[src/rtl/fixed_point_pkg.sv]
// Shared constants for the FixedPointArithmetic subtractor.
// ALGORITHM selector strings are kept here so instantiating code can reuse them.
package fixed_point_pkg;

  localparam string ALG_BS_COMPLEMENT   = "BS_COMPLEMENT";
  localparam string ALG_RIPPLE_BORROW   = "RIPPLE_BORROW";
  localparam string ALG_CARRY_LOOKAHEAD = "CARRY_LOOKAHEAD";

  // Width of the carry-lookahead groups.
  localparam int unsigned CLA_GROUP_W = 4;

endpackage

[src/rtl/fixed_point_full_subtractor.sv]
// 1-bit full-subtractor cell: d = x - y - bi, bo set when the cell borrows.
module fixed_point_full_subtractor (
  input  logic x,
  input  logic y,
  input  logic bi,
  output logic d,
  output logic bo
);

  assign d  = x ^ y ^ bi;
  assign bo = (~x & y) | (~(x ^ y) & bi);

endmodule

[src/rtl/fixed_point_subtract.sv]
// N-bit subtractor c = a - b - carry_in (mod 2^N) with registered borrow-out.
// ALGORITHM picks one of three bit-exact combinational datapaths.
module fixed_point_subtract
  import fixed_point_pkg::*;
#(
  parameter int    N         = 32,
  parameter string ALGORITHM = ALG_BS_COMPLEMENT
) (
  input  logic         clk,
  input  logic         rst_n,
  input  logic [N-1:0] a,
  input  logic [N-1:0] b,
  input  logic         carry_in,
  output logic [N-1:0] c,
  output logic         carry_out
);

  logic [N-1:0] diff;
  logic         borrow;

  if (N < 2) begin : g_bad_width
    $error("fixed_point_subtract: N must be >= 2 (got %0d)", N);
  end

  if (ALGORITHM == ALG_BS_COMPLEMENT) begin : g_bs_complement
    logic [N:0] sum;

    assign sum    = {1'b0, a} + {1'b0, ~b} + {{N{1'b0}}, ~carry_in};
    assign diff   = sum[N-1:0];
    assign borrow = ~sum[N];

  end else if (ALGORITHM == ALG_RIPPLE_BORROW) begin : g_ripple_borrow
    logic [N:0] chain;

    assign chain[0] = carry_in;

    for (genvar i = 0; i < N; i++) begin : g_cell
      fixed_point_full_subtractor u_cell (
        .x  (a[i]),
        .y  (b[i]),
        .bi (chain[i]),
        .d  (diff[i]),
        .bo (chain[i+1])
      );
    end

    assign borrow = chain[N];

  end else if (ALGORITHM == ALG_CARRY_LOOKAHEAD) begin : g_carry_lookahead
    localparam int unsigned GW = CLA_GROUP_W;
    localparam int unsigned G  = (N + GW - 1) / GW;

    logic [N-1:0] nb;
    logic [G-1:0] grp_g;
    logic [G-1:0] grp_p;
    logic [G:0]   grp_c;

    assign nb = ~b;

    for (genvar g = 0; g < G; g++) begin : g_group
      localparam int unsigned LO = g * GW;
      // Top group is narrower when N is not a multiple of the group width.
      localparam int unsigned W  = ((N - LO) > GW) ? GW : (N - LO);

      logic [W-1:0] bit_g;
      logic [W-1:0] bit_p;
      logic [W-1:0] bit_s;
      logic         gg;
      logic         gp;

      assign bit_g = a[LO +: W] & nb[LO +: W];
      assign bit_p = a[LO +: W] ^ nb[LO +: W];

      always_comb begin
        gg = 1'b0;
        gp = 1'b1;
        for (int unsigned i = 0; i < W; i++) begin
          gg = bit_g[i] | (bit_p[i] & gg);
          gp = gp & bit_p[i];
        end
      end

      // Sum bits kept separate from gg/gp so the group carry does not loop back.
      always_comb begin
        logic cc;
        cc    = grp_c[g];
        bit_s = '0;
        for (int unsigned i = 0; i < W; i++) begin
          bit_s[i] = bit_p[i] ^ cc;
          cc       = bit_g[i] | (bit_p[i] & cc);
        end
      end

      assign grp_g[g]       = gg;
      assign grp_p[g]       = gp;
      assign diff[LO +: W]  = bit_s;
    end

    always_comb begin
      grp_c    = '0;
      grp_c[0] = ~carry_in;
      for (int unsigned k = 0; k < G; k++) begin
        grp_c[k+1] = grp_g[k] | (grp_p[k] & grp_c[k]);
      end
    end

    assign borrow = ~grp_c[G];

  end else begin : g_bad_algorithm
    $error("fixed_point_subtract: unknown ALGORITHM \"%s\"", ALGORITHM);
    assign diff   = '0;
    assign borrow = 1'b0;
  end

  always_ff @(posedge clk or negedge rst_n) begin
    if (!rst_n) begin
      c         <= '0;
      carry_out <= 1'b0;
    end else begin
      c         <= diff;
      carry_out <= borrow;
    end
  end

endmodule

[config.mk]
export PLATFORM = sky130hd
export DESIGN_NAME = fixed_point_subtract
export DESIGN_NICKNAME = d
export VERILOG_FILES = /design/src/rtl/fixed_point_pkg.sv /design/src/rtl/fixed_point_full_subtractor.sv /design/src/rtl/fixed_point_subtract.sv
export SDC_FILE = /design/constraint.sdc
export NUM_CORES = 1
export LEC_CHECK = 0
export ABC_AREA = 1
export CAP_MARGIN = 10
export CORE_ASPECT_RATIO = 0.8
export CORE_MARGIN = 10
export CORE_UTILIZATION = 30
export CTS_CLUSTER_DIAMETER = 120
export DETAILED_ROUTE_END_ITERATION = 16
export HOLD_SLACK_MARGIN = 0.05
export SYNTH_ARGS = -nofsm -noshare
export SYNTH_HDL_FRONTEND = slang
export SYNTH_SLANG_ARGS = --single-unit
export TNS_END_PERCENT = 5
[constraint.sdc]
create_clock -name clk -period 0.8 [get_ports clk]
set_input_delay 0.16 -clock clk [delete_from_list [all_inputs] [get_ports clk]]
set_output_delay 0.16 -clock clk [all_outputs]
set_load 0.02 [all_outputs]
After elaboration in Yosys (flattened, before gate mapping)

Cells that the tools add are included.

Bits in registers: 33
Word-level logic and storage cells: 7

Add/subtract/negate cells: 2
Bitwise logic cells: 3

Operator list:

| operator       | count |
|---|---|
| $add 32x32->33 | 1 |
| $add 33x1->33  | 1 |
| $not 32->32    | 1 |
| $not 1->1      | 2 |

Depth between registers and ports, before layout

Gate-level depths: netlist of the first run.

Depth in word-level cells: 4
Mapped depth: 13

Least setup slack after synthesis of the first run

Ideal clock, no wire load.

Path kind: input-to-reg
Start: input b[0]
End: register c[28]
Setup time: 0.117 ns
Arrival time: 1.516 ns
Slack: -0.833 ns
Stages: 13
Buffers on the path: 0
Cells stage by stage: inv_1 > fa_1 > inv_1 > fa_1 > inv_1 > nand3_1 > nand3_1 > nand3_1 > nand3_1 > nand2_1 > nand2_1 > nand2_1 > nand2_1

Word-level cells in the longest chain between the ends: 3

RTL lines:

| item                        | RTL line                    | source |
|---|---|---|
| start, declared             | fixed_point_subtract.sv:12  | `input logic [N-1:0] b,` |
| $not 32->32                 | fixed_point_subtract.sv:28  | `assign sum = {1'b0, a} + {1'b0, ~b} + {{N{1'b0}}, ~carry_in};` |
| $add 32x32->33              | fixed_point_subtract.sv:28  |  |
| $add 33x1->33               | fixed_point_subtract.sv:28  |  |
| via g_bs_complement.sum[28] | fixed_point_subtract.sv:26  | `logic [N:0] sum;` |
| end signal, assigned        | fixed_point_subtract.sv:120 | `c <= diff;` |
| end, declared               | fixed_point_subtract.sv:14  | `output logic [N-1:0] c,` |

The timed path passes the listed nets, and every way through them passes these cells.

Final worst setup path of the first run

Start: input a[8]
End: register c[24]

Word-level cells in the longest chain between the ends: 2

RTL lines:

| item                        | RTL line                   | source |
|---|---|---|
| start, declared             | fixed_point_subtract.sv:11 | `input logic [N-1:0] a,` |
| $add 32x32->33              | fixed_point_subtract.sv:28 |  |
| $add 33x1->33               | fixed_point_subtract.sv:28 |  |
| via g_bs_complement.sum[24] | fixed_point_subtract.sv:26 |  |

The timed path passes the listed nets, and every way through them passes these cells.

==> results.md, run 1 <==
- Critical Path RT: 1.03 ns
- Synth warn: 0
- Drt initial violations: 228
- Layout cell share with drive strength beyond 1: around half
- Pre-Repair DR Iteration Count: 4
- Post-route setup slack: -0.623 ns
- Cells along the critical path: clkdlybuf4s15_1 -> ha_4 -> buf_6 -> nand2_4 -> buf_4 -> nor2_4 -> nand2_1 -> nor2_2 -> nand2_2 -> nand3_1 -> nand2_1 -> nand2_1
- Max_cap viols: 0
- Cell area after placement: about 5000 µm²
- Critical Path Source Type: input pin
- Final setup fails: 65
- # nets final: 872
- Min Tclk post-route: around 1.4 ns
- Slew @ Worst Pin: about 0.23 ns
- Run status: complete, but fails checks
- Critical path fanouts, max: 4
- Post-Route WL: about 13000 µm
- Sink Count: 33
- Worst EP arrival: about 1.7 ns
- Critical path endpoint category: flip-flop
- GR Util All Layers: between 10% and 20%
- Rows: 34
- Post-layout util: between 50% and 60%
- H-tree levels: 2
- First-pass GRT wire length: ~21000 µm
- CTS tree: yes
- Num CTS Buffers: 5
- Unrepaired setup endpoints after global routing: yes
- Hold Path Class: input pin to flip-flop
- Mean Syn Cell Area: 5.83 µm²
- Vias: roughly 4000
- Die Width: approximately 140 µm
- Final total power: 9460 µW
- Most instantiated library cell after synthesis: nand2_1
- Synth Net Count: ~690
- Cell Pwr Density: ~1500 nW/µm²
- Die height: 116 µm
- Final Hold Viols: 0
- Buffers & Inverters on Critical Path: 3
- Vias per Instance: 4.39
- Slew HR: between 80% and 90%
- Slowest cell on crit path: ha_4
- Port Buffers: between 90 and 100
- Post-synth EDFFs: 0
- Top_reg_cell synth: dfrtp_1
- FMAX: about 0.7 GHz
- Largest net degree at the start of global routing: 34
- Sequential fraction of the synthesis area: ~24%
- GPL Wtd Cong: approximately 0.89
- Cell taking the most area after synthesis: nand2_1
- Number of nets with antenna violations after routing: 0
- Die ar.: about 16000 µm²
- Routed wire length per instance: 14.5 µm
- Starting Density: between 30% and 40%
- Worst-case clock buffer depth: 2
- Inst Count DP: 884
- Cell Area, Synth: 3430 µm²
- Post-route cell area: 6420 µm²
- Ports: 100
- Period utilization: 178%
- P_leak: about 0.0035 µW
- Library cells used by synthesis: 22
- Clock tree root driver cell: clkbuf_16
- Yosys top cell area share: about 26%
- Crit Path Class: input pin to flip-flop
- Final-report max-slew violation count: 0
- Synth top cells by count: nand2_1 (234), inv_1 (160), nor2_1 (36), dfrtp_1 (33), ha_1 (31)
- Asr flop ratio synth: 100%
- Initial antenna violation count: 0
- CTS clk-pin slew, worst paths: around 0.06 ns
- Top delay family on crit path: simple AND/OR/NAND/NOR gates
- Seq cells post-synth: 33
- Grt total ovfl: 0
- Failing checks: negative setup slack
- Mapped Cells: between 500 and 600
- Vias in the first global route: ~4300
- Final Non-Filler Cells: 917
- Area growth from synthesis to layout: 87.1%
- N_diodes: 0
- # DRC: 0
- Worst path most repeated cell: nand2_1
- Top cells by area, synth: nand2_1 (26%), dfrtp_1 (24%), inv_1 (17%)
- Post-route setup TNS: -20.22 ns
- Worst VDD drop: 0.000762 V
- DPL Wire Length: 9960 µm
- Max stage delay on crit path: about 0.31 ns
- Core area: approximately 11000 µm²
-- power by group --
group	switching, µW	internal, µW	total (µW)
logic	2630	2140	4770
registers	101	1990	2090
clock network	820	1780	2600
-- cell families after synthesis --
family / Yosys count / synth area share, %
AND/OR/NAND/NOR: 325 / 38.9
buffers and inverters: 161 / 17.6
adder cells (fa/ha/maj): 33 / 12.5
flip-flops: 33 / 24.1
AO/OA/AOI/OAI: 23 / 3.43
XOR/XNOR: 14 / 3.57
-- worst paths after layout --
path	start	to	slack, ns	cells after the start
worst min-delay path	a[0]	c[0]$_DFF_PN0_	0.17	2
worst max-delay path	a[8]	c[24]$_DFF_PN0_	-0.62	12
max in group asynchronous	rst_n	c[11]$_DFF_PN0_	0.24	3
min in group asynchronous	rst_n	c[9]$_DFF_PN0_	0.35	3
-- per-layer routing --
metal / track usage [%] / routed length (µm)
met5: 0 / 0
met4: 3.30 / 145
met3: 2.45 / 557
met2: 28.9 / 6640
met1: 19.8 / 5920
-- cell type report --
| type | count | area (µm²) |
|---|---|---|
| fillers | 987 | 4600 |
| multi-input cells | 395 | 3150 |
| repair buffers | 176 | 1460 |
| flip-flops and latches | 33 | 826 |
| inverters | 161 | 617 |
| well taps | 144 | 180 |
| clock buffers | 5 | 125 |
| clock inverters | 3 | 65.1 |
-- registers in the layout, indices dropped and copies added, names as in the netlist --
name / count
c: 32
carry_out: 1
-- cell usage in the layout (no fill, tap or decap), types with 2 or more instances in the layout --
master	instances
nand2_1	140
inv_1	113
nand2_2	75
buf_4	66
dlygate4sd2_1	51
inv_2	45
dfrtp_1	33
ha_4	30
nand2_4	29
buf_2	24
buf_6	21
a21oi_2	16
nor2_1	14
nor2_2	14
nor2_4	11
nand3_2	11
nand3_1	11
xor2_1	9
clkdlybuf4s15_1	7
nand3_4	5
nand4_1	5
clkbuf_16	5
nor3_2	4
a21oi_4	3
xor2_2	3
inv_4	2
a21oi_1	2
fa_2	2
bufinv_16	2
clkdlybuf4s50_1	2
clkdlybuf4s15_2	2
-- per-stage QoR --
step                worst slack [ns]  hold slack [ns]
finish                        -0.623            0.170
global route                  -0.713            0.177
CTS                           -0.571            0.182
detailed placement             -1.42            0.134
global placement               -1.43            0.132
floorplan                     -0.711           -0.136
-- timing repair --
| item | in CTS | in global routing |
|---|---|---|
| endpoints found under the hold margin | 33 | 0 |
| resized for setup | 474 | 57 |
| hold buffers | 1 | 0 |
| setup endpoints to repair | 66 | 65 |
| buffers inserted | 22 | 2 |
| pin swaps | 130 | 23 |
Note: power is estimated with default switching activity, not from simulation.
==> inputs of run 2 (changes only) <==
Settings changed: CORE_MARGIN 10 to 5, CTS_CLUSTER_SIZE set to 12.
==> run 2 against run 1 <==
Compared with the run above: the run still ends with negative setup slack left; cell count decreased by 0.33%; flip-flop and latch count unchanged; combinational power decreased by 2%; worst setup slack improved by 0.016 ns; global-route usage increased by 2.4 points; sequential share of layout area increased by 0.29 points; sequential power about the same; hold slack improved by 0.012 ns.
==> results.md, run 2 (synthesis results as in run 1) <==
- Run status: complete, but fails checks
- Failing checks: negative setup slack
- Final-report max-slew violation count: 0
- Slowest cell on crit path: dlygate4sd2_1
- N_diodes: 0
- FMAX: roughly 0.71 GHz
- # DRC: 0
- CTS tree: yes
- First-pass GRT wire length: 20100 µm
- Commonest non-fill, non-tap cell in the layout: nand2_1
- Vias: 3970
- CTS clk-pin slew, worst paths: ~0.05 ns
- Critical path fanouts, max: 3
- Largest net degree at the start of global routing: 25
- Min Tclk post-route: between 1 and 1.5 ns
- Hold Path Class: input pin to flip-flop
- Sink Count: 33
- Layout cell share with drive strength beyond 1: a little under half
- Cells along the critical path: dlygate4sd2_1 -> inv_2 -> ha_4 -> nand2_1 -> nand2_2 -> a21oi_2 -> nand2_4 -> nand2_4 -> nand2_4 -> nand2_4 -> nand2_1 -> nand2_1 -> nand2_1
- Post-Route WL: roughly 12000 µm
- Routed wire length per instance: around 13 µm
- Num CTS Buffers: 5
- Most flops, register: c
- Critical path endpoint category: flip-flop
- # nets final: around 870
- Most frequent cells in the layout: nand2_1 (139), inv_1 (110), nand2_2 (76), buf_4 (61), dlygate4sd2_1 (53)
- P_leak: around 0.0035 µW
- Cell Pwr Density: approximately 1400 nW/µm²
- Starting Density: between 30% and 40%
- Slew @ Worst Pin: 0.211 ns
- Drt initial violations: 179
- Critical Path RT: roughly 0.97 ns
- Slew HR: between 80 and 90%
- Die Width: 130 µm
- Worst EP arrival: around 1.6 ns
- Ports: 100
- Die ar.: between 10000 and 15000 µm²
- Clock tree root driver cell: clkbuf_16
- # fillers: ~1100
- Worst-case clock buffer depth: 2
- Number of nets with antenna violations after routing: 0
- Period utilization: 176%
- Crit Path Class: input pin to flip-flop
- Pre-Repair DR Iteration Count: 4
- Rows: 35
- Grt total ovfl: 0
- Max reg flops: 32
- DPL Wire Length: 9730 µm
- GPL Wtd Cong: about 0.9
- Port Buffers: around 100
- Worst VDD drop: 0.00126 V
- GR Util All Layers: a little under a fifth
- Final Non-Filler Cells: roughly 910
- Max_cap viols: 0
- Vias in the first global route: ~4100
- # hold bufs at CTS: 0
- Critical Path Source Type: input pin
- Die height: 106 µm
- Max stage delay on crit path: 0.24 ns
- Biggest regs: c x32, carry_out x1
- Core area: about 11000 µm²
- H-tree levels: 2
- Final setup fails: 65
- Inst Count DP: a little under 900
- Vias per Instance: 4.34
- Area growth from synthesis to layout: 82.9%
- Initial antenna violation count: 0
- Unrepaired setup endpoints after global routing: yes
- Post-route setup slack: -0.607 ns
- Post-route setup TNS: -20.27 ns
- Final Hold Viols: 0
## run 2: worst paths after layout
check / start / end / cells past startpoint
max in group asynchronous: rst_n / c[30]$_DFF_PN0_ / 2
min in group asynchronous: rst_n / c[7]$_DFF_PN0_ / 2
max: b[4] / c[31]$_DFF_PN0_ / 13
min: a[0] / c[0]$_DFF_PN0_ / 2
## run 2: repair_timing
action,in CTS,in global routing
setup buffers,16,0
cloned,0,0
pin swaps,127,23
resized for setup,490,34
endpoints found under the hold margin,0,0
endpoints found under the setup margin,66,65
## run 2: cell type report
cell class | instances | area (µm²) | area share (%)
multi-input combinational | 395 | 3130 | 49.8
timing repair buffer | 169 | 1390 | 22.1
sequential | 33 | 826 | 13.2
inverter | 161 | 614 | 9.78
tap | 148 | 185 | 2.95
clock buffer | 6 | 129 | 2.05
clock inverter | 2 | 10.0 | 0.159
## run 2: metal layers
layer	vias to the layer above	GRT usage (%)	routed length [µm]
li1	2067	-	-
met1	1828	25.1	5830
met2	64	31.8	5950
met3	11	2.03	413
met4	0	2.89	136
met5	-	0	0
## run 2: critical path, delay by kind of cell
family,cells,cell delay [ns]
adder cells (fa/ha/maj),1,0.21
buffers and inverters,2,0.31
AND/OR/NAND/NOR,9,0.69
AO/OA/AOI/OAI,1,0.20
## run 2: stage by stage
step	util [%]	area [µm²]	power (µW)	setup WS, ns	hold slack, ns
after floorplan	-	3470	3990	-0.711	-0.136
after global placement	44.6	5060	5860	-1.38	0.552
after detailed placement	44.6	5060	5860	-1.41	0.560
after CTS	54.3	6160	8510	-0.567	0.182
after global routing	55.4	6280	9180	-0.671	0.179
final	55.4	6280	8660	-0.607	0.182
## run 2: report_power, final
| group | internal (µW) | total, µW | switching [µW] | leakage, µW |
|---|---|---|---|---|
| Combinational | 2080 | 4670 | 2580 | 0.00302 |
| Sequential | 1990 | 2090 | 103 | 0.000389 |
| Clock | 1140 | 1910 | 764 | 0.0000706 |
| Total | 5220 | 8660 | 3450 | 0.00348 |
